[src/rtl/inst_fetch_pkg.sv]
// rtl/inst_fetch_pkg.sv - shared widths, constants and FSM encoding for the fetch stage
package inst_fetch_pkg;

    localparam int InstAddrBus = 32;
    localparam int InstBus     = 32;

    localparam logic [InstBus-1:0] NOP_INST = 32'h0000_0013;

    typedef enum logic [1:0] {
        IF_IDLE = 2'd0,
        IF_REQ  = 2'd1,
        IF_WAIT = 2'd2
    } if_state_e;

    function automatic logic [InstAddrBus-1:0] align_word(input logic [InstAddrBus-1:0] addr);
        return addr & 32'hFFFF_FFFC;
    endfunction

endpackage

[src/rtl/inst_queue.sv]
// rtl/inst_queue.sv - synchronous FIFO with push, pop and priority flush; head is read combinationally
module inst_queue #(
    parameter int DEPTH = 2,
    parameter int WIDTH = 64
) (
    input  logic                       clk_i,
    input  logic                       rst_i,
    input  logic                       en_i,
    input  logic                       push_i,
    input  logic [WIDTH-1:0]           data_i,
    input  logic                       pop_i,
    input  logic                       flush_i,
    output logic [$clog2(DEPTH):0]     count_o,
    output logic [WIDTH-1:0]           head_o
);

    localparam int AW = $clog2(DEPTH);
    localparam int CW = AW + 1;

    logic [WIDTH-1:0] mem_q [DEPTH];
    logic [AW-1:0]    rd_q;
    logic [AW-1:0]    wr_q;
    logic [CW-1:0]    count_q;

    // Storage is cleared on reset so the head reads zero until the first push.
    always_ff @(posedge clk_i) begin
        if (rst_i) begin
            rd_q    <= '0;
            wr_q    <= '0;
            count_q <= '0;
            for (int i = 0; i < DEPTH; i++) begin
                mem_q[i] <= '0;
            end
        end else if (en_i) begin
            if (flush_i) begin
                rd_q    <= '0;
                wr_q    <= '0;
                count_q <= '0;
            end else begin
                if (push_i) begin
                    mem_q[wr_q] <= data_i;
                    wr_q        <= wr_q + AW'(1);
                end
                if (pop_i) begin
                    rd_q <= rd_q + AW'(1);
                end
                case ({push_i, pop_i})
                    2'b10:   count_q <= count_q + CW'(1);
                    2'b01:   count_q <= count_q - CW'(1);
                    default: count_q <= count_q;
                endcase
            end
        end
    end

    assign count_o = count_q;
    assign head_o  = mem_q[rd_q];

endmodule

[src/rtl/inst_fetch.sv]
// rtl/inst_fetch.sv - instruction fetch: PC, request FSM, redirect/kill handling, queue to decode
module inst_fetch
    import inst_fetch_pkg::*;
#(
    parameter logic [InstAddrBus-1:0] RESET_PC = 32'h0000_0000,
    parameter int                     QDEPTH   = 2
) (
    input  logic                   clk,
    input  logic                   rst,
    input  logic                   rdy,
    output logic                   inst_re,
    output logic [InstAddrBus-1:0] inst_raddr,
    input  logic [InstBus-1:0]     inst_rdata,
    input  logic                   inst_busy,
    input  logic                   br_taken,
    input  logic [InstAddrBus-1:0] br_target,
    input  logic                   id_stall,
    output logic                   if_valid,
    output logic [InstAddrBus-1:0] if_pc,
    output logic [InstBus-1:0]     if_inst
);

    localparam int CW = $clog2(QDEPTH) + 1;

    if_state_e              state_q, state_d;
    logic [InstAddrBus-1:0] pc_q, pc_d;
    logic [InstAddrBus-1:0] raddr_q, raddr_d;
    logic                   re_q, re_d;
    logic                   kill_q, kill_d;
    logic                   push;
    logic                   pop;
    logic [CW-1:0]          count;
    logic [InstAddrBus+InstBus-1:0] head;

    always_ff @(posedge clk) begin
        if (rst) begin
            state_q <= IF_IDLE;
            pc_q    <= RESET_PC;
            raddr_q <= RESET_PC;
            re_q    <= 1'b0;
            kill_q  <= 1'b0;
        end else if (rdy) begin
            state_q <= state_d;
            pc_q    <= pc_d;
            raddr_q <= raddr_d;
            re_q    <= re_d;
            kill_q  <= kill_d;
        end
    end

    always_comb begin
        state_d = state_q;
        pc_d    = pc_q;
        raddr_d = raddr_q;
        re_d    = re_q;
        kill_d  = kill_q;
        push    = 1'b0;
        case (state_q)
            IF_IDLE: begin
                // A redirect in IDLE must not issue the stale PC; the target goes out next cycle.
                if (!br_taken && count < CW'(QDEPTH)) begin
                    state_d = IF_REQ;
                    re_d    = 1'b1;
                    raddr_d = pc_q;
                end
            end
            IF_REQ: begin
                state_d = IF_WAIT;
                re_d    = 1'b0;
                pc_d    = pc_q + 32'd4;
            end
            IF_WAIT: begin
                if (!inst_busy) begin
                    state_d = IF_IDLE;
                    kill_d  = 1'b0;
                    push    = !kill_q;
                end
            end
            default: state_d = IF_IDLE;
        endcase
        // Kill only a transaction that is still outstanding after this edge.
        if (br_taken) begin
            pc_d = align_word(br_target);
            push = 1'b0;
            if (state_q == IF_REQ || (state_q == IF_WAIT && inst_busy)) begin
                kill_d = 1'b1;
            end
        end
    end

    assign pop = if_valid && !id_stall && !br_taken;

    inst_queue #(
        .DEPTH(QDEPTH),
        .WIDTH(InstAddrBus + InstBus)
    ) u_queue (
        .clk_i  (clk),
        .rst_i  (rst),
        .en_i   (rdy),
        .push_i (push),
        .data_i ({raddr_q, inst_rdata}),
        .pop_i  (pop),
        .flush_i(br_taken),
        .count_o(count),
        .head_o (head)
    );

    assign inst_re    = re_q;
    assign inst_raddr = raddr_q;
    assign if_valid   = (count != '0);
    assign if_pc      = head[InstAddrBus+InstBus-1:InstBus];
    assign if_inst    = head[InstBus-1:0];

endmodule

[config.mk]
export PLATFORM = sky130hd
export DESIGN_NAME = inst_fetch
export DESIGN_NICKNAME = d
export VERILOG_FILES = /design/src/rtl/inst_fetch_pkg.sv /design/src/rtl/inst_queue.sv /design/src/rtl/inst_fetch.sv
export SDC_FILE = /design/constraint.sdc
export NUM_CORES = 1
export LEC_CHECK = 0
export CAP_MARGIN = 0
export CORE_MARGIN = 2
export CORE_UTILIZATION = 45
export DETAILED_ROUTE_END_ITERATION = 10
export PLACE_DENSITY = 0.78
export SYNTH_ARGS = -nofsm -noshare
export SYNTH_HDL_FRONTEND = slang
export SYNTH_HIERARCHICAL = 1
export SYNTH_SLANG_ARGS = --single-unit
[constraint.sdc]
create_clock -name clk -period 5.2 [get_ports clk]
set_input_delay 1.04 -clock clk [delete_from_list [all_inputs] [get_ports clk]]
set_output_delay 1.04 -clock clk [all_outputs]
set_load 0.03 [all_outputs]
==> results by group, run 1 <==
Floorplanning
  – Initial core utilization: 0.462
  – Die area: 21,300 um^2
  – Die H: 146 um
  – Core area: 19,700 um^2
  – Die Width: 146 um
  – FP Rows: 51
  – IO Count: 168

Timing
  – Final setup violation count: 0
  – Worst Max-Slew Pin Slew: 1130 ps
  – Fin crit share: 0.719
  – Worst Clk Skew: 11.8 ps
  – Headroom to the max-slew limit: 0.244
  – RSZ-0062 raised after global routing: false
  – Hold Fails Final Rpt: 0
  – Max-slew violation count: 0
  – Final WS setup: 1460 ps
  – Final TNS setup: 0 ps
  – Hold slack: 489 ps
  – Post-layout min period: 3740 ps
  – Fmax: 0.267 GHz

GRT
  – GRT Overall Usage: 0.198
  – Vias in the first global route: 6,379
  – GRT overflow: 0
  – First-pass GRT wire length: 33,500 um
  – Initial antenna violation count: 0
  – Largest net degree at the start of global routing: 71

Detailed routing
  – WL met2: 10,200 um
  – Met3 WL: 1420 um
  – DRC: 0
  – Via count: 6,653
  – Vias per cell: 5.49
  – Max Used Layer: met4
  – Final wirelength: 21,000 um
  – 1st-pass router iterations: 5
  – Met1 WL: 8900 um
  – ANT nets after route: 0
  – Wire length per cell: 17.3 um
  – First-iteration detailed-routing DRC count: 443

CTS
  – CTS Buf Count: 17
  – Clk_lat worst skew: 430 ps
  – Root Buffer: clkbuf_16
  – Resize count post-CTS: 0
  – CTS clk-pin slew, worst paths: 70 ps
  – CTS HTree Levels: 4
  – Max Buffers Root-to-Sink: 2
  – Post-CTS Hold Buffers: 0
  – TritonCTS Sinks: 197
  – Post-CTS Setup Bufs: 0
  – CTS tree: built

Yosys
  – Ys flop type: edfxtp_1
  – Xor-xnor portion of the synthesized cell area: 0.000965
  – Avg Inst Size Synth: 11.4 um^2
  – Synth warn: 6
  – Synth Area in Adders: 0.00138
  – Post-synth EDFFs: 128
  – Largest family of logic cells by synthesized area: simple AND/OR/NAND/NOR gates
  – Post-synthesis mux area share: 0.0852
  – Sequential fraction of the synthesis area: 0.576
  – Compound-Gate Fraction of Synth Area: 0.0901
  – Async S/R FF share, synth: 0
  – #FFs+latches synth: 197
  – Mapped Area: 9070 um^2
  – Synth Area in Simple Gates: 0.208
  – Synth cell types: 72
  – Synthesized instance count: 799

Hold path
  – Worst Hold Class: register to register
  – Hold Crit Start: inst_raddr[29]
  – WHS Path Cells: 2

Cells and area
  – Syn-to-layout area delta: 26.0%
  – Multi-input logic area: 3530 um^2
  – Share of cells above drive strength 1: 0.184
  – Filler Cells Inserted: 1,700
  – Util after Layout: 0.581
  – # diodes: 0
  – Commonest non-fill, non-tap cell in the layout: clkdlybuf4s50_1
  – Most frequent cells in the layout: 161 x clkdlybuf4s50_1, 128 x edfxtp_1, 90 x nand2_1
  – Nets: 1,005
  – Area occupied by registers: 5230 um^2

Power
  – VDD IR max: 242 uV
  – Pwr/cell area: 291 nW/um^2
  – Leak pwr: 4.25 nW

Setup path
  – Startpoint Class: register
  – Critical path class: register to output port
  – Crit. End Element: output port
  – Data required, critical path: 4160 ps
  – Critical path fanouts, max: 33
  – Worst EP arrival: 2700 ps
  – Reg2reg start: state_q[0]
  – Reg2reg path depth: 5

Placed design
  – DPL Wire Length: 13,600 um
  – Final GP Congestion: 0.844
  – PortBufs: 163
  – Place WS: 1380 ps

Run status
  – Status: finished, final reports clean

Job
  – Max Cap Viol: 0
worst max-delay path, stage by stage (launching register included):
cell and delay (ps):
dfxtp_2 870, buf_4 390, mux2_2 370, clkdlybuf4s50_1 620
path summary, 6_finish.rpt:
path / endpoint / slack (ps)
max: if_pc[0] / 1460
min: inst_raddr[29] / 490
max reg2reg: u_queue/mem_q[1][24] / 2480
min reg2reg: inst_raddr[29] / 490
stage by stage:
| stage | cell area [um^2] | power [mW] | instances |
|---|---|---|---|
| after floorplan | 9090 | 1.94 | 804 |
| after global placement | 10800 | 2.07 | 1180 |
| after detailed placement | 10800 | 2.08 | 1180 |
| after CTS | 11400 | 3.35 | 1212 |
| after global routing | 11400 | 3.45 | 1212 |
| final | 11400 | 3.33 | 1212 |
sequential cells by signal, summed over array words and instances (netlist names), named ones only:
signal	flops
u_queue/mem_q	128
inst_raddr	30
pc_q	30
state_q	2
u_queue/count_o	2
inst_re	1
kill_q	1
u_queue/rd_q	1
u_queue/wr_q	1
report_power, final:
part           total [mW]  leakage, nW  internal [mW]  switching, mW
clock                1.29        0.275          0.714          0.573
combinational       0.292         2.09          0.127          0.164
sequential           1.75         1.88           1.71         0.0362
cell families after synthesis:
logic type | after synthesis
compound gates | 131
xor+xnor | 1
fa+ha+maj | 1
buf+inv | 73
flops | 197
mux | 69
other cells | 1
simple gates | 326
routing by layer:
layer	up-vias	GRT usage
met4	0	0.0694
met2	215	0.324
met3	30	0.0376
met5	-	0
li1	3195	-
met1	3213	0.266
synth_stat cells, types with 3 or more instances:
cell	instances	area share
nand4_1	10	0.0069
a21oi_1	51	0.028
nor3b_1	3	0.0025
nor2_1	20	0.0083
a22oi_1	6	0.0050
buf_1	3	0.0012
nand2b_1	3	0.0021
edfxtp_1	128	0.42
inv_1	4	0.0017
clkbuf_2	6	0.0033
a31oi_1	10	0.0069
or3_1	6	0.0041
o21ai_0	23	0.013
nand3b_1	5	0.0041
a22o_1	3	0.0029
dfxtp_1	69	0.15
nand3_1	19	0.010
buf_6	5	0.0062
and2_1	21	0.014
buf_2	13	0.0072
mux2i_1	3	0.0033
and3_1	70	0.048
a32o_1	3	0.0033
and4_1	4	0.0039
clkbuf_1	38	0.016
nor4_1	6	0.0041
nand2_1	91	0.038
a211oi_1	8	0.0066
and2_2	45	0.037
mux2_2	65	0.081
o31ai_1	6	0.0050
area by class of cell:
class                   count  area share
clock buffers              18      0.0376
flip-flops and latches    197       0.457
well taps                 265      0.0290
multi-input cells         534       0.309
clock inverters            14      0.0134
inverters                   6     0.00197
repair buffers            178       0.152
Power figures use the tool's default switching activity.
==> run 2, diff against run 1 <==
==> constraint.sdc (replaced) <==
create_clock -name clk -period 3.8 [get_ports clk]
set_input_delay 0.76 -clock clk [delete_from_list [all_inputs] [get_ports clk]]
set_output_delay 0.76 -clock clk [all_outputs]
set_load 0.03 [all_outputs]
==> run 2 against run 1 <==
Compared with the run above:
- cell count grew 0.25%
- count of clock-buffer cells in the layout grew 4
- worst setup slack lost 560 ps
- worst hold slack lost 9.7 ps
- first-iteration DRC count grew 3.8%
- largest cell class unchanged
- critical endpoint is now if_pc[20]
- register-to-register slack lost 1300 ps
- critical path depth is the same
- routed wire length shrank 0.93%
- clock skew grew 2.5 ps
==> results by group, run 2 (synthesis results as in run 1) <==
CTS
  – CTS tree: built
  – Post-CTS Hold Buffers: 0 (unchanged)
  – Post-CTS Setup Bufs: 0 (unchanged)
  – CTS Buf Count: 17 (unchanged)
  – TritonCTS Sinks: 197 (unchanged)
  – Clk_lat worst skew: 440 ps (about the same)
  – Max Buffers Root-to-Sink: 2 (unchanged)
  – Resize count post-CTS: 0 (unchanged)
  – CTS clk-pin slew, worst paths: 80 ps (about the same)
  – CTS HTree Levels: 4 (unchanged)
  – Root Buffer: clkbuf_16

Timing
  – Worst Max-Slew Pin Slew: 1130 ps (-0.203 ps)
  – RSZ-0062 raised after global routing: false
  – Final setup violation count: 0 (unchanged)
  – Headroom to the max-slew limit: 0.237 (-0.00684)
  – Fmax: 0.345 GHz
  – Final TNS setup: 0 ps (unchanged)
  – Hold Fails Final Rpt: 0 (unchanged)
  – Fin crit share: 0.762
  – Post-layout min period: 2900 ps
  – Worst Clk Skew: 14.3 ps (+2.51 ps)
  – Max-slew violation count: 0 (unchanged)

Cells and area
  – Util after Layout: 0.585 (+0.00344)
  – Layout Cells excl Fill: 1,215 (+0.25%)
  – Max reg flops: 128 (unchanged)
  – Share of cells above drive strength 1: 0.188 (+0.00468)
  – # diodes: 0 (unchanged)
  – Syn-to-layout area delta: 26.7%
  – Most frequent cells in the layout: 161 x clkdlybuf4s50_1, 128 x edfxtp_1, 90 x nand2_1
  – Nets: 1,008 (+0.30%)
  – Filler Cells Inserted: 1,701 (+0.059%)
  – Most flop-heavy register: u_queue/mem_q
  – Commonest non-fill, non-tap cell in the layout: clkdlybuf4s50_1
  – Finished Cell Area: 11,500 um^2 (+0.59%)

Setup path
  – Worst EP arrival: 2140 ps (-560 ps)
  – Crit. End Element: output port
  – R2r setup slk: 1190 ps (-1290 ps)
  – Reg2reg path depth: 6 (+1)
  – Critical path class: register to output port
  – Data required, critical path: 3040 ps (-1120 ps)
  – Worst r2r dst: pc_q[28]
  – Startpoint Class: register
  – CP endpoint: if_pc[20]
  – Reg2reg start: pc_q[2]
  – Critical path fanouts, max: 64 (+94%)

Detailed routing
  – Met1 WL: 9150 um (+2.8%)
  – Vias per cell: 5.41 (-1.5%)
  – Wire length per cell: 17.1 um (-1.2%)
  – Final wirelength: 20,800 um (-0.93%)
  – WL met2: 10,000 um (-2.1%)
  – 1st-pass router iterations: 6 (+1)
  – Max Used Layer: met5
  – Met3 WL: 1230 um (-14%)
  – ANT nets after route: 0 (unchanged)
  – DRC: 0 (unchanged)
  – Via count: 6,570 (-1.2%)
  – First-iteration detailed-routing DRC count: 460 (+3.8%)

Floorplanning
  – Die H: 146 um (unchanged)
  – FP Rows: 51 (unchanged)
  – IO Count: 168 (unchanged)
  – Core area: 19,700 um^2 (unchanged)
  – Die area: 21,300 um^2 (unchanged)
  – Die Width: 146 um (unchanged)
  – Initial core utilization: 0.462 (unchanged)

Hold path
  – Hold Crit Start: inst_raddr[28]
  – Worst Hold Class: register to register

GRT
  – GRT overflow: 0 (unchanged)
  – GRT Overall Usage: 0.196 (-0.00207)
  – Initial antenna violation count: 1 (+1)
  – Largest net degree at the start of global routing: 66 (-7.0%)
  – First-pass GRT wire length: 33,500 um (-0.21%)
  – Vias in the first global route: 6,361 (-0.28%)

Power
  – Leak pwr: 4.30 nW (+1.1%)
  – VDD IR max: 307 uV (+27%)
  – Pwr/cell area: 395 nW/um^2 (+36%)
  – Power, Total: 4.54 mW (+36%)

Placed design
  – Dpl cells: 1,183 (+0.25%)
  – PortBufs: 163 (unchanged)
  – Dpl cell area: 10,900 um^2 (+0.67%)
  – Final GP Congestion: 0.855 (+1.3%)
  – DPL Wire Length: 13,400 um (-1.2%)

Run status
  – Status: finished, final reports clean

Job
  – Max Cap Viol: 0 (unchanged)
==> run 2: cell types whose count changed in the layout (fill, tap and decap cells not counted), moves of 2 or more <==
cell / delta
buf_12: +4
bufinv_16: -2
clkbuf_8: +3
clkinvlp_4: -3
inv_4: +3
==> run 2: final cells by class <==
class	count	area, um^2	share of cell area
clock buffers	22	497	0.0432
clock inverters	10	80.1	0.00697
inverters	6	22.5	0.00196
multi-input cells	534	3530	0.307
flip-flops and latches	197	5230	0.455
well taps	265	332	0.0288
repair buffers	181	1810	0.157
==> run 2: per-stage QoR <==
stage	hold WS (ps)	setup WS, ps
after CTS	484	865
after detailed placement	474	680
after global placement	466	698
after global routing	510	818
after floorplan	446	293
final	480	903
==> run 2: routing by layer <==
layer	up-vias	GRT usage
li1	3203	-
met1	3118	0.255
met2	220	0.331
met3	27	0.0395
met4	2	0.0641
met5	-	0
==> run 2: worst min-delay path by stage <==
| stage | cells after the start | end |
|---|---|---|
| after global placement | 2 | inst_raddr[19] |
| after global routing | 2 | inst_raddr[13] |
| after CTS | 2 | inst_raddr[19] |
| final | 2 | inst_raddr[28] |
| after detailed placement | 2 | inst_raddr[19] |
| after floorplan | 2 | inst_raddr[31] |
==> run 2: where the power goes <==
part | internal [mW] | switching, mW | total [mW] | leakage (nW)
Combinational | 0.182 | 0.225 | 0.406 | 2.12
Sequential | 2.34 | 0.0493 | 2.39 | 1.88
Clock | 0.946 | 0.794 | 1.74 | 0.291
Total | 3.47 | 1.07 | 4.54 | 4.30
==> run 2: critical path, stage by stage, from the launching register on <==
cell	delay [ps]
dfxtp_2	350
buf_12	330
mux2_2	380
clkdlybuf4s50_1	620
==> run 3, diff against run 2 <==
==> constraint.sdc (replaced) <==
create_clock -name clk -period 2.7 [get_ports clk]
set_input_delay 0.54 -clock clk [delete_from_list [all_inputs] [get_ports clk]]
set_output_delay 0.54 -clock clk [all_outputs]
set_load 0.03 [all_outputs]
==> run 3 against run 2 <==
Compared with the run above:
- first-iteration DRC count is 4.8% higher
- highest routed layer is now met4
- combinational power is 47% higher
- critical path type unchanged
- worst hold slack hardly changed
- largest power group unchanged
- register-to-register slack worse by 810 ps
- clock skew is 2.4 ps lower
- via count is 2.1% higher
==> results by group, run 3 (synthesis results as in run 1) <==
Power
  – Leak pwr: 4.43 nW (+3.1%)
  – Pwr/cell area: 560 nW/um^2 (+42%)
  – Power, Total: 6.58 mW (+45%)
  – VDD IR max: 426 uV (+39%)

Setup path
  – Critical path fanouts, max: 32 (-50%)
  – Cells along the critical path: clkbuf_16 > mux2_2 > clkdlybuf4s50_1
  – Startpoint Class: register
  – Buf+Inv Stages, Crit Path: 2 (unchanged)
  – Slowest Stage Delay on Critical Path: 600 ps (-20 ps)
  – Top Family by Delay on Critical Path: buffers and inverters
  – Worst EP arrival: 2090 ps (-50 ps)
  – Data required, critical path: 2160 ps (-880 ps)
  – Slowest CP cell: clkdlybuf4s50_1
  – Crit. End Element: output port
  – Critical path class: register to output port

Timing
  – Fmax: 0.381 GHz
  – Post-layout min period: 2630 ps
  – Headroom to the max-slew limit: 0.587 (+0.350)
  – RSZ-0062 raised after global routing: false
  – Final setup violation count: 0 (unchanged)
  – Worst Clk Skew: 11.9 ps (-2.41 ps)
  – Hold Fails Final Rpt: 0 (unchanged)
  – Worst Max-Slew Pin Slew: 620 ps (-514 ps)
  – Final TNS setup: 0 ps (unchanged)
  – Fin crit share: 0.973
  – Hold slack: 479 ps (-0.320 ps)
  – Max-slew violation count: 0 (unchanged)
  – Final WS setup: 73.4 ps (-830 ps)

Cells and area
  – Multi-input logic area: 3540 um^2 (+0.28%)
  – Nets: 1,024 (+1.6%)
  – Max reg flops: 128 (unchanged)
  – Share of cells above drive strength 1: 0.202 (+0.0134)
  – Most frequent cells in the layout: 159 x clkdlybuf4s50_1, 128 x edfxtp_1, 90 x nand2_1
  – Filler Cells Inserted: 1,663 (-2.2%)
  – Commonest non-fill, non-tap cell in the layout: clkdlybuf4s50_1
  – Most flop-heavy register: u_queue/mem_q
  – Syn-to-layout area delta: 29.5%
  – # diodes: 0 (unchanged)
  – Area occupied by registers: 5230 um^2 (unchanged)

Floorplanning
  – FP Rows: 51 (unchanged)
  – Initial core utilization: 0.462 (unchanged)
  – Core area: 19,700 um^2 (unchanged)
  – Die area: 21,300 um^2 (unchanged)
  – IO Count: 168 (unchanged)
  – Die H: 146 um (unchanged)
  – Die Width: 146 um (unchanged)

GRT
  – Vias in the first global route: 6,488 (+2.0%)
  – GRT Overall Usage: 0.199 (+0.00227)
  – Initial antenna violation count: 0 (-1)
  – GRT overflow: 0 (unchanged)
  – Largest net degree at the start of global routing: 67 (+1.5%)
  – First-pass GRT wire length: 33,600 um (+0.49%)

CTS
  – CTS clk-pin slew, worst paths: 70 ps (about the same)
  – CTS tree: built
  – CTS HTree Levels: 4 (unchanged)
  – CTS Buf Count: 17 (unchanged)
  – Root Buffer: clkbuf_16
  – TritonCTS Sinks: 197 (unchanged)
  – Clk_lat worst skew: 430 ps (about the same)
  – Max Buffers Root-to-Sink: 2 (unchanged)

Job
  – Max Cap Viol: 0 (unchanged)

Detailed routing
  – Vias per cell: 5.45 (+0.79%)
  – Wire length per cell: 17.4 um (+1.8%)
  – DRC: 0 (unchanged)
  – 1st-pass router iterations: 6 (unchanged)
  – First-iteration detailed-routing DRC count: 482 (+4.8%)
  – Final wirelength: 21,500 um (+3.1%)
  – ANT nets after route: 0 (unchanged)
  – Via count: 6,709 (+2.1%)

Placed design
  – Final GP Congestion: 0.878 (+2.7%)
  – Place WS: 248 ps (-432 ps)
  – PortBufs: 163 (unchanged)
  – DPL Wire Length: 14,100 um (+5.6%)

Hold path
  – Worst Hold Class: register to register

Run status
  – Status: finished, final reports clean
run 3: final timing paths:
| check | startpoint | endpoint | slack (ps) | cells past startpoint |
|---|---|---|---|---|
| setup reg to reg | pc_q[2] | pc_q[28] | 380 | 6 |
| hold / removal | inst_raddr[2] | inst_raddr[2] | 480 | 2 |
| setup / recovery | register | if_pc[18] | 70 | 3 |
| hold reg to reg | inst_raddr[2] | inst_raddr[2] | 480 | 2 |
run 3: what timing repair did:
item / CTS / global route
gates resized for setup: 1 / 2
hold buffers: 0 / 0
buffers inserted: 0 / 0
gates cloned: 0 / 1
setup endpoints to repair: 1 / 32
run 3: metal layers:
layer,wire [um],global-route usage,part of all wire
met1,9370,0.261,0.44
met2,10500,0.332,0.49
met3,1150,0.0357,0.054
met4,402,0.0689,0.019
met5,0,0,0
run 3: area by class of cell:
type                    instances  share of cell area
flip-flops and latches        197               0.445
repair buffers                197               0.172
inverters                       6             0.00202
multi-input cells             534               0.301
clock inverters                14              0.0155
well taps                     265              0.0282
clock buffers                  18              0.0365
run 3: worst register-to-register path, delay by kind of cell, from the launching register on:
family | cells | cell delay, ps
AOI/OAI and AO/OA | 2 | 490
adders and majority gates | 1 | 320
DFF | 1 | 510
and+or+nand+nor | 3 | 900
run 3: where the power goes:
group	leakage [nW]	switching (mW)	total (mW)	internal [mW]
registers	1.88	0.0678	3.37	3.30
logic	2.26	0.327	0.598	0.272
clock network	0.294	1.07	2.62	1.54
total	4.43	1.47	6.58	5.11
run 3: metrics by stage:
stage,util,cell area (um^2),cells
final,0.598,11800,1231
after global routing,0.598,11800,1231
after CTS,0.596,11700,1230
after detailed placement,0.565,11100,1198
after global placement,0.565,11100,1198
after floorplan,-,9120,804
==> patch 1, RTL diff (flow settings as in run 1) <==
The package constant `InstAddrBus` goes from 32 to 48.
--- a/src/rtl/inst_fetch_pkg.sv
+++ b/src/rtl/inst_fetch_pkg.sv
@@ -1,7 +1,7 @@
 // rtl/inst_fetch_pkg.sv - shared widths, constants and FSM encoding for the fetch stage
 package inst_fetch_pkg;
 
-    localparam int InstAddrBus = 32;
+    localparam int InstAddrBus = 48;
     localparam int InstBus     = 32;
 
     localparam logic [InstBus-1:0] NOP_INST = 32'h0000_0013;
Interface: changed (resized br_target, if_pc and inst_raddr); port bits go from 168 to 216. The function was not compared with the original's and may differ.
==> patch 1 against run 1 <==
Global-route usage is 0.59 points higher. Routed wire length grew 39%. Highest routed layer unchanged. Design area up 29%. Power increased by 39%. Combinational power rose by 19%. Worst setup slack got worse by 0.024 ns. Area after synthesis rose by 30%. Critical endpoint is now if_pc[19]. Largest power group unchanged. Count of clock-buffer cells in the layout rose by 24. Sequential cell count up 64. Register-to-register slack improved by 0.03 ns.
==> patch 1: results (changes against run 1) <==
status completed (unchanged); Post-synth EDFFs 160 (was 128); count of different cell masters after synthesis 62 (was 72); Final Skew 0.00953 ns (was 0.0118 ns); Critical Path Slowest Stage Cell dfxtp_4 (was dfxtp_2); Worst slew margin 21.1% (was 24.4%); M1 WL 12,800 um (was 8900 um); detailed-route wire length per cell 18.5 um (was 17.3 um); most common library cells after synthesis edfxtp_1, nand2_1, dfxtp_1 (was edfxtp_1, nand2_1, and3_1); GRT Overall Usage 20.4% (was 19.8%); DR WL met3 1600 um (was 1420 um); number of fill cells 2,145 (was 1,700); sequential share of the synthesized area 58.0% (was 57.6%); syn avg cell area 11.1 sq um (was 11.4 sq um); Lkg Pwr 0.00543 uW (was 0.00425 uW); vias in the first global route 8,457 (was 6,379); pin count of the biggest net entering global routing 92 (was 71); Critical Path Fanout Max 80 (was 33); first-pass GRT wire length 46,400 um (was 33,500 um); clk_lat worst skew 0.52 ns (was 0.43 ns); placed instance area 13,900 sq um (was 10,800 sq um); WL met2 13,700 um (was 10,200 um); CP top delay family flip-flops (was buffers and inverters); DRT Pass-1 Iters 7 (was 5); NumNets Final 1,307 (was 1,005); Longest Clk Path Bufs 3 (was 2); initial DRC count 832 (was 443); DPL Wire Length 18,000 um (was 13,600 um); top post-synthesis cells by area edfxtp_1, dfxtp_1, mux2_2 (unchanged); Buffers on Ports 195 (was 163); slowest stage delay, CP 1.09 ns (was 0.87 ns); Peak VDD IR 0.000229 V (was 0.000242 V); final cell count without fillers 1,575 (was 1,212)
==> patch 1: changes by cell type in the layout (fill, tap and decap cells not counted), moves of 9 or more <==
cell,delta
clkbuf_16,+13
dfxtp_1,+32
and3_1,+24
and2_2,-45
nand3_1,+12
nand2_1,+32
edfxtp_1,+32
clkdlybuf4s50_1,+33
nor2_1,+9
or4_1,+15
and2_1,+61
mux2_2,+15
a21oi_1,+30
==> patch 1: cell type report <==
class | instances | area share (%)
multi-input cells | 706 | 30.2
repair buffers | 212 | 14.2
clock inverters | 7 | 0.584
flip-flops and latches | 261 | 46.2
inverters | 12 | 0.305
well taps | 335 | 2.83
clock buffers | 42 | 5.68
==> patch 1: worst paths after layout <==
| check | slack, ns | end | from |
|---|---|---|---|
| max | 1.44 | if_pc[19] | register |
| min | 0.48 | inst_raddr[26]$_SDFFE_PP0P_ | inst_raddr[26]$_SDFFE_PP0P_ |
| max reg2reg | 2.51 | pc_q[45]$_SDFFE_PP0P_ | pc_q[29]$_SDFFE_PP0P_ |
| min reg2reg | 0.48 | inst_raddr[26]$_SDFFE_PP0P_ | inst_raddr[26]$_SDFFE_PP0P_ |
==> patch 1: cells by family (layout without fill, tap and decap cells) <==
group                    after synthesis  after routing  share of synthesized area (%)
AND/OR/NAND/NOR                      449            449                           20.9
adder cells (fa/ha/maj)                1              1                          0.106
flip-flops                           261            261                           58.0
multiplexers                          84             84                           7.99
XOR/XNOR                               2              2                          0.149
buffers and inverters                 98            273                           4.39
other                                  1              6                         0.0318
AO/OA/AOI/OAI                        164            164                           8.44
==> patch 1: tightest hold or removal path, cell delays in order (launching register included) <==
cell and delay (ns):
dfxtp_1 0.32, nand2_1 0.06, a21oi_1 0.05
==> patch 1: report_power, final <==
group / switching, uW / internal, uW
Sequential: 46.8 / 2260
Clock: 785 / 1210
Combinational: 203 / 143
Total: 1030 / 3610
==> patch 1: through the flow <==
stage          setup WS [ns]  utilization (%)  hold WS, ns  power (uW)
2_1_floorplan          0.205                -        0.445        2530
3_3_place_gp            1.55             53.5        0.461        2680
3_5_place_dp            1.50             53.5        0.469        2690
4_1_cts                 1.39             57.1        0.479        4660
5_1_grt                 1.30             57.1        0.500        4780
6_report                1.44             57.1        0.478        4640
==> patch 1: metal layers <==
metal | vias to the layer above | GRT usage (%)
met4 | 0 | 7.52
met1 | 4282 | 28.9
met5 | - | 0
met3 | 64 | 2.26
met2 | 329 | 32.6
li1 | 4202 | -
==> patch 2, RTL diff (config.mk and constraints of run 1) <==
Without the edit above. Add an input register stage for `br_target`, with the module's reset; this delays it by one clock. The other inputs are not delayed to match.
--- a/src/rtl/inst_fetch.sv
+++ b/src/rtl/inst_fetch.sv
@@ -21,6 +21,16 @@
 );
 
     localparam int CW = $clog2(QDEPTH) + 1;
+
+    logic [InstAddrBus-1:0] br_target_q;
+
+    always_ff @(posedge clk) begin
+        if (rst) begin
+            br_target_q <= '0;
+        end else begin
+            br_target_q <= br_target;
+        end
+    end
 
     if_state_e              state_q, state_d;
     logic [InstAddrBus-1:0] pc_q, pc_d;
@@ -80,7 +90,7 @@
         endcase
         // Kill only a transaction that is still outstanding after this edge.
         if (br_taken) begin
-            pc_d = align_word(br_target);
+            pc_d = align_word(br_target_q);
             push = 1'b0;
             if (state_q == IF_REQ || (state_q == IF_WAIT && inst_busy)) begin
                 kill_d = 1'b1;
Formal check against the unedited RTL: not equivalent (a bounded check fails within 4 cycles, from zero or initial values and one cycle with rst high).
==> patch 2 against run 1 <==
Clock skew is 0.0039 ns higher. Sequential cell count grew 30. Power grew 20%. Count of clock-buffer cells in the layout rose by 19. Fmax is 2.0% lower. Design area is 10% higher. Worst setup slack worse by 0.075 ns. Combinational power up 2%. Routed wire length grew 10%. Area after synthesis rose by 10%. Critical path type unchanged.
==> patch 2: results (changes against run 1) <==
Buffers on Ports 163 (unchanged); post-CTS sizing 0 (unchanged); Final Skew 0.0157 ns (was 0.0118 ns); NumNets Final 1,087 (was 1,005); sequential share of the synthesized area 58.2% (was 57.6%); most common library cells after synthesis edfxtp_1, dfxtp_1, nand2_1 (was edfxtp_1, nand2_1, and3_1); final worst setup slack 1.38 ns (was 1.46 ns); GR Layer Usage met2 30.4% (was 32.4%); syn avg cell area 11.4 sq um (about the same); status completed (unchanged); Peak VDD IR 0.000177 V (was 0.000242 V); arrival time at the worst endpoint 2.78 ns (was 2.70 ns); vias 7,289 (was 6,653); WL met2 10,700 um (was 10,200 um); first-pass GRT wire length 37,300 um (was 33,500 um); placed instance area 11,800 sq um (was 10,800 sq um); worst slew pin tran 1.29 ns (was 1.13 ns); Reg2Reg Setup Slack 2.46 ns (was 2.48 ns); initial DRC count 533 (was 443); pin count of the biggest net entering global routing 84 (was 71); htree depth 1 (was 4); TritonCTS Buffers 24 (was 17); GPL Wtd Cong 0.882 (was 0.844); number of fill cells 1,821 (was 1,700); Via density 5.55 (was 5.49); sequential power 1990 uW (was 1750 uW); top post-synthesis cells by area edfxtp_1, dfxtp_1, mux2_2 (unchanged); grt met3 use 2.95% (was 3.76%); DPL Wire Length 14,600 um (was 13,600 um); clk_lat worst skew 0.51 ns (was 0.43 ns); Longest Clk Path Bufs 3 (was 2); final wirelength 23,100 um (was 21,000 um); M1 WL 10,200 um (was 8900 um); GR met1 Demand/Resource 27.6% (was 26.6%); hold_sp inst_raddr[11]$_SDFFE_PP0P_ (was inst_raddr[29]$_SDFFE_PP0P_); Critical Path Fanout Max 30 (was 33); vias in the first global route 6,941 (was 6,379); DR WL met3 1660 um (was 1420 um); P_int 3110 uW (was 2550 uW); RR Startpoint state_q[0]$_SDFFE_PP0P_ (unchanged); Critical Path Slowest Stage Cell dfxtp_2 (unchanged); Lkg Pwr 0.00473 uW (was 0.00425 uW)
[patch 2: cell count changes after synthesis, moves of 8 or more]
| cell | before | now |
|---|---|---|
| dfxtp_1 | 69 | 99 |
| nor2b_1 | 2 | 31 |
| and3_1 | 70 | 79 |
| nand2_1 | 91 | 83 |
| o21ai_0 | 23 | 15 |
[patch 2: layout make-up]
| type | count | area share, % |
|---|---|---|
| Clock buffer | 37 | 6.15 |
| Clock inverter | 7 | 0.298 |
| Inverter | 12 | 0.358 |
| Multi-Input combinational cell | 578 | 30.5 |
| Sequential cell | 227 | 46.3 |
| Tap cell | 280 | 2.78 |
| Timing Repair Buffer | 173 | 13.7 |
[patch 2: worst paths after layout]
check                                  endpoint  cells past startpoint
min reg2reg         inst_raddr[11]$_SDFFE_PP0P_                      2
min                 inst_raddr[11]$_SDFFE_PP0P_                      2
max reg2reg  u_queue/mem_q[0][11]$_SDFFCE_PN0P_                      5
max                                 if_inst[29]                      3
[patch 2: stage by stage]
step / power, uW / hold slack [ns] / util, %
2_1_floorplan: 2190 / 0.453 / -
3_3_place_gp: 2320 / 0.471 / 54.0
3_5_place_dp: 2330 / 0.474 / 54.0
4_1_cts: 4020 / 0.482 / 57.7
5_1_grt: 4120 / 0.508 / 57.7
6_report: 3980 / 0.480 / 57.7
[patch 2: kinds of logic (layout without fill, tap and decap cells)]
| kind of cell | Yosys count | in the layout | share of synthesized area (%) |
|---|---|---|---|
| AND/OR/NAND/NOR | 372 | 372 | 21.8 |
| flip-flops | 227 | 227 | 58.2 |
| AO/OA/AOI/OAI | 129 | 129 | 8.29 |
| buffers and inverters | 80 | 229 | 3.74 |
| multiplexers | 69 | 69 | 7.70 |
| adder cells (fa/ha/maj) | 1 | 1 | 0.125 |
| other | 1 | 6 | 0.0375 |
| XOR/XNOR | 1 | 1 | 0.0875 |
